### config.mk
export PLATFORM = sky130hd
export DESIGN_NAME = barrel_shifter_pipe
export DESIGN_NICKNAME = d
export VERILOG_FILES = /design/src/rtl/barrel_shifter_pipe.sv
export SDC_FILE = /design/constraint.sdc
export NUM_CORES = 1
export LEC_CHECK = 0
export ABC_AREA = 1
export CAP_MARGIN = 20
export CORE_ASPECT_RATIO = 1.25
export CORE_MARGIN = 5
export CORE_UTILIZATION = 25
export DETAILED_ROUTE_END_ITERATION = 8
export GPL_TIMING_DRIVEN = 0
export PLACE_DENSITY_LB_ADDON = 0.08
export SKIP_LAST_GASP = 1
export SYNTH_ARGS = -nofsm -noshare
export SYNTH_HDL_FRONTEND = slang
export SYNTH_SLANG_ARGS = --single-unit
### constraint.sdc
create_clock -name clk -period 1.75 [get_ports clk]
set_input_delay 0.175 -clock clk [delete_from_list [all_inputs] [get_ports clk]]
set_output_delay 0.175 -clock clk [all_outputs]
set_load 0.01 [all_outputs]
### src/rtl/barrel_shifter_pipe.sv
// -----------------------------------------------------------------------------
// barrel_shifter_pipe
//
// Pipelined barrel shifter with four shift modes and valid/ready handshakes on
// both sides. An input capture register latches the accepted request. It is
// followed by SHW = log2(WIDTH) shift stages. Stage k shifts by 2^k when bit k
// of the carried amount is set, and registers its result. A new request can be
// accepted every clock, and a result appears SHW cycles after acceptance when
// the pipeline is not stalled.
//
// The pipeline uses a global stall. When the output holds a result that the
// consumer is not taking, every stage holds, and bubbles are not squeezed out.
//
// Parameters
//   WIDTH      data width; must be a power of two and at least 2
//   SHW        log2(WIDTH), shift-amount width and shift-stage count (derived)
//
// Ports
//   clk        rising-edge clock
//   rst_n      asynchronous active-low reset
//   in_valid   request present on in_data / in_amt / in_mode
//   in_ready   block accepts a request this cycle (= pipeline advance)
//   in_data    operand
//   in_amt     shift amount, 0..WIDTH-1
//   in_mode    00 LSR, 01 LSL, 10 ASR, 11 ROR
//   out_valid  result present on out_data / out_zero
//   out_ready  consumer accepts the result this cycle
//   out_data   shifted result
//   out_zero   high when out_data is all zeros
// -----------------------------------------------------------------------------
module barrel_shifter_pipe #(
    parameter  int WIDTH = 8,
    localparam int SHW   = $clog2(WIDTH)
) (
    input  logic             clk,
    input  logic             rst_n,
    input  logic             in_valid,
    output logic             in_ready,
    input  logic [WIDTH-1:0] in_data,
    input  logic [SHW-1:0]   in_amt,
    input  logic [1:0]       in_mode,
    output logic             out_valid,
    input  logic             out_ready,
    output logic [WIDTH-1:0] out_data,
    output logic             out_zero
);

    localparam logic [1:0] MODE_LSR = 2'b00;
    localparam logic [1:0] MODE_LSL = 2'b01;
    localparam logic [1:0] MODE_ASR = 2'b10;
    localparam logic [1:0] MODE_ROR = 2'b11;

    // Shift by exactly 2^k in the requested mode. Because k < SHW, the shift
    // distance is always less than WIDTH, so the complementary shifts used for
    // the fill and the rotate are always in range.
    function automatic logic [WIDTH-1:0] shift_pow2(
        input logic [WIDTH-1:0] d,
        input logic [1:0]       mode,
        input logic             sign,
        input int               k
    );
        int               sh;
        logic [WIDTH-1:0] fill;
        sh   = 1 << k;
        fill = {WIDTH{sign}} << (WIDTH - sh);
        case (mode)
            MODE_LSR: shift_pow2 = d >> sh;
            MODE_LSL: shift_pow2 = d << sh;
            MODE_ASR: shift_pow2 = (d >> sh) | fill;
            MODE_ROR: shift_pow2 = (d >> sh) | (d << (WIDTH - sh));
            default:  shift_pow2 = d;
        endcase
    endfunction

    // Index 0 is the capture register. Index k+1 holds the output of shift
    // stage k, so index SHW drives the block outputs. The amount, mode and sign
    // are needed only as inputs to the shift stages, so their arrays stop at
    // SHW-1.
    logic             vld_p  [SHW+1];
    logic [WIDTH-1:0] data_p [SHW+1];
    logic [SHW-1:0]   amt_p  [SHW];
    logic [1:0]       mode_p [SHW];
    logic             sign_p [SHW];
    logic             zero_p;

    logic [WIDTH-1:0] shifted [SHW];
    logic             zero_next;
    logic             advance;

    assign out_valid = vld_p[SHW];
    assign out_data  = data_p[SHW];
    assign out_zero  = zero_p;

    // A single stall signal for the whole pipeline. in_ready therefore depends
    // combinationally on out_ready, but never on any in_* signal.
    assign advance   = ~out_valid | out_ready;
    assign in_ready  = advance;

    // Combinational shift for each stage. Each stage examines only its own
    // amount bit.
    always_comb begin
        for (int k = 0; k < SHW; k++) begin
            shifted[k] = amt_p[k][k] ? shift_pow2(data_p[k], mode_p[k], sign_p[k], k)
                                     : data_p[k];
        end
        zero_next = (shifted[SHW-1] == '0);
    end

    always_ff @(posedge clk or negedge rst_n) begin
        if (!rst_n) begin
            for (int k = 0; k <= SHW; k++) begin
                vld_p[k]  <= 1'b0;
                data_p[k] <= '0;
            end
            for (int k = 0; k < SHW; k++) begin
                amt_p[k]  <= '0;
                mode_p[k] <= '0;
                sign_p[k] <= 1'b0;
            end
            zero_p <= 1'b0;
        end else if (advance) begin
            // ---- capture: latch the accepted request and its sign bit ----
            // When advance is 1, in_ready is also 1, so in_valid alone marks a transfer.
            vld_p[0]  <= in_valid;
            data_p[0] <= in_data;
            amt_p[0]  <= in_amt;
            mode_p[0] <= in_mode;
            sign_p[0] <= in_data[WIDTH-1];
            // ---- shift stages: stage k result into register k+1 ----
            for (int k = 0; k < SHW; k++) begin
                vld_p[k+1]  <= vld_p[k];
                data_p[k+1] <= shifted[k];
            end
            for (int k = 1; k < SHW; k++) begin
                amt_p[k]  <= amt_p[k-1];
                mode_p[k] <= mode_p[k-1];
                sign_p[k] <= sign_p[k-1];
            end
            // ---- output: zero flag registered with the final data ----
            zero_p <= zero_next;
        end
    end

endmodule

# Yosys cells after proc, flatten, opt, wreduce, memory -nomap -nowiden
# Cells that the tools add are included.
# word_totals
latchBits,0
word_cells,45
rom_bits,0
memories,0
ram_bits,0
in_bits,17
register_bits,55
# classes
shifts,0
n_mul,0
bitwise,8
n_addsub,0
reduce_logical,4
eq_ne,9
div_mod_pow,0
mux,6
order_cmp,0
# op_table
operator,n
$pmux W8 S4,3
$mux W8,3
$or A4 B8 Y8,2
$or A6 B8 Y8,2
$or A7 B8 Y8,2
$eq A2 B2 Y1 const B,6
$logic_not A8 Y1,1
$eq A2 B1 Y1 const B,3
$logic_not A2 Y1,3
$not A1 Y1,1
$or A1 B1 Y1,1

# Logic depth before layout (Yosys ltp)
# logic_depth
depth_word,4
mapped_depth,9
mapped_depth_nobuf,8

# Worst setup path after synthesis
# No wires, ideal clock.
# synth_path
path_type,reg2reg
startpoint,"register vld_p, in the netlist out_valid"
endpoint,"register zero_p, in the netlist out_zero"
stages_incl_launch_ff,9
t_arrival_ns,1.015
period_less_slack_ns,1.080
slack_ns,0.670
n_path_buf,1
path_cell_list,dfrtp_1 > nand2_2 > buf_6 > nand2_1 > nor2_1 > nand2_1 > nor2_1 > nand2_1 > nand2_1
# synth_via
elab_chain_cells,2
# synth_rtl
element,line,rtl
start: declaration,79,logic vld_p [SHW+1];
start signal: indexed assignment,131,vld_p[k+1] <= vld_p[k];
$not A1 Y1,96,assign advance = ~out_valid | out_ready;
$or A1 B1 Y1,96,
end signal: assignment,140,zero_p <= zero_next;
end: declaration,84,logic zero_p;
# Every way passes these cells.
# A chain may end at the register's enable or synchronous reset.

# Worst setup path after layout
# layout_path
startpoint,"register vld_p, in the netlist out_valid"
endpoint,output in_ready
# layout_via
elab_chain_cells,2
# layout_rtl
element,line,rtl
$not A1 Y1,96,
$or A1 B1 Y1,96,
end: declaration,38,"output logic in_ready,"
# Every way passes these cells.

==> impl_results.md <==
- Cells after synthesis: 304
- GR Util All Layers: 10.9%
- Clock latency on the worst-skew pair: 0.29 ns
- Post-synthesis instance area: 2440 um2
- Yosys warnings: 0
- Min Tclk post-route: 1.68 ns
- Final Cycle Share: 96.1%
- Unrepaired setup endpoints after global routing: no
- Pwr per Cell Area: 1760 nW/um2
- Power consumption: ~5.4 mW
- Vias post-DR: 1,991
- Kind of critical path: reg2out
- Max Buffers Root-to-Sink: 2
- Most frequent cells in the layout: 104 x nand2_1, 51 x dfrtp_1, 34 x o21ai_0
- R2r startpoint: out_valid
- Number of antenna violations at the first check in global routing: 0
- CP endpoint kind: output pin
- Number of endpoints with negative hold slack in the final report: 0
- CTS sink count: just over 50
- Required @ worst endpoint: approximately 1.6 ns
- Vias in the first global route: 1,981
- Per-cell via count in the routed design: 4.28
- Number of antenna cells inserted: 0
- DR DRC count: 0
- Area leader, netlist: dfrtp_1
- Final number of setup-violating endpoints: 0
- Die W: 98.4 um
- Library cell used as clock root buffer: clkbuf_16
- Post-route ant nets: 0
- Cell variety after synth: 21
- Startpoint type of the worst setup path: flip-flop
- Die area: 11,900 um2
- Ranking of synthesized cells by area: dfrtp_1 52%, nand2_1 16%, o21ai_0 7.0%, inv_1 4.3%, a21oi_1 2.9%
- Wire length of the first global-routing pass: 10.3 mm
- Core area: 9610 um2
- Count of TritonRoute iterations in the first routing pass: 4
- First-iteration detailed-routing DRC count: 104
- Depth of the worst register-to-register path: 8
- Site row count: 40
- Total Wirelength: 6.09 mm
- Worst Tran Pin Value: slightly above 0.7 ns
- Maximum number of pins on one net before global-route repair: 30
- Layout cells sized above 1: under 10%
- Fin. max-slew vios: 0
- Critical Path Fanout Max: 19
- Area Growth Syn to Fin: 25.0%
- Class of the worst hold path: in2reg
- #FFs+latches synth: 51
- Average cell area after synthesis: 8.04 um2
- Boundary Pins: 28
- Global placement routability congestion: 0.769
- Max IR drop VDD: 0.000438 V
- Sequential fraction of the synthesis area: 52.2%
- Post-Place Cell Area: 2890 um2
- Number of CTS-inserted buffers: 5
- Initial standard-cell utilization of the core: 25.4%
- Fraction of synthesized cell area taken by the top area cell type: 52.2%
- Crit path arrival time: ~1.5 ns
- Max_slew headroom: 51.6%
- TritonCTS clock tree: built
- Max-cap violation count: 0
- Nets@finish: 356
- Post-route cell area: 3050 um2
- Upper clock frequency limit: 595 MHz
- Total nets after synthesis: 321
- Remaining Overflow, GRT: 0
- Core occupancy in the finished layout: a little under a third
- Port Buf Inserts: 27
- H-tree level count: 2
- Startpoint of the lowest-slack hold path: in_data[0]
- Hold path endpoint: data_p[24]
- Clock transition at the registers of the reported paths: 0.07 ns
- Height of the die: 121 um
- Detail-routed net length per standard cell: 13.1 um
- Outcome: finished clean
- Register-to-register setup slack: 0.43 ns
- Final worst clock skew: approximately 0.0085 ns
- Worst flop-to-flop path endpoint: out_zero
- P_leak: 1.47 nW
- Setup repair bufs after CTS: 0
- Most common cell after layout, fill and taps aside: nand2_1
- Worst hold path depth: 3
- Post-DP HPWL: 4.56 mm
## kinds of logic (layout without fill, tap and decap cells)
family | after synthesis | in the layout | share of synthesized area, %
and+or+nand+nor | 129 | 129 | 20.6
AOI/OAI and AO/OA | 72 | 72 | 16.6
buffers and inverters | 52 | 87 | 10.6
DFF | 51 | 51 | 52.2
## per-stage QoR
stage	hold slack, ns	setup TNS (ns)	setup slack [ns]	instances
floorplan	-0.121	0	0.670	304
global placement	0.454	-65.74	-1.29	457
detailed placement	0.282	-0.142	-0.142	458
CTS	0.414	0	0.0189	465
global route	0.424	0	0.00226	465
finish	0.414	0	0.0687	465
## power breakdown
group	total (mW)	switching, mW	internal, mW	leakage, nW
clock	1.10	0.427	0.668	0.0769
sequential	2.09	0.391	1.70	0.612
combinational	2.18	1.22	0.960	0.785
total	5.36	2.04	3.33	1.47
## Yosys cell counts, drive strengths merged
cell type,instances
a21boi,2
a21oi,14
a31oi,10
buf,21
clkbuf,1
clkinv,1
dfrtp,51
inv,29
nand2,105
nand3,5
nor2,17
o211ai,9
o21a,1
o21ai,34
o22ai,2
or2,2
## metal layers
layer	vias to the layer above	share of wire, %	wire, um	GRT usage (%)
li1	1035	-	-	-
met1	920	44	2670	13.4
met2	30	52	3150	19.2
met3	6	3.2	192	2.02
met4	0	1.3	81	3.33
met5	-	0	0	0
## critical path, cell delays in order (launching register included)
cell and delay, ns:
dfrtp_1 0.38, nand2_2 0.11, buf_8 0.17, clkdlybuf4s50_1 0.55
## area by class of cell
type | instances | area (um2)
inverters | 30 | 115
clock buffers | 6 | 129
flip-flops and latches | 51 | 1280
fillers | 1080 | 6560
repair buffers | 29 | 295
clock inverters | 1 | 30.0
well taps | 126 | 158
multi-input cells | 201 | 908
plain buffers | 21 | 143
## state kept, by name, indices dropped and copies added (netlist names)
register and flops:
data_p 24, out_data 8, amt_p 6, mode_p 6
vld_p 3, sign_p 2, out_valid 1, out_zero 1
## worst max-delay path by stage
stage	to	cells past startpoint	start
after global routing	in_ready	3	out_valid
after detailed placement	in_ready	6	out_ready
after global placement	vld_p[3]	1	rst_n
after floorplan	out_zero	8	out_valid
final	in_ready	3	out_valid
after CTS	in_ready	3	out_valid
## repair_timing
item	in CTS	in global routing
cloned	0	0
hold buffers	1	0
endpoints found under the hold margin	28	0
gates resized for setup	0	1
setup endpoints to repair	1	1
(Power assumes the default switching activity.)
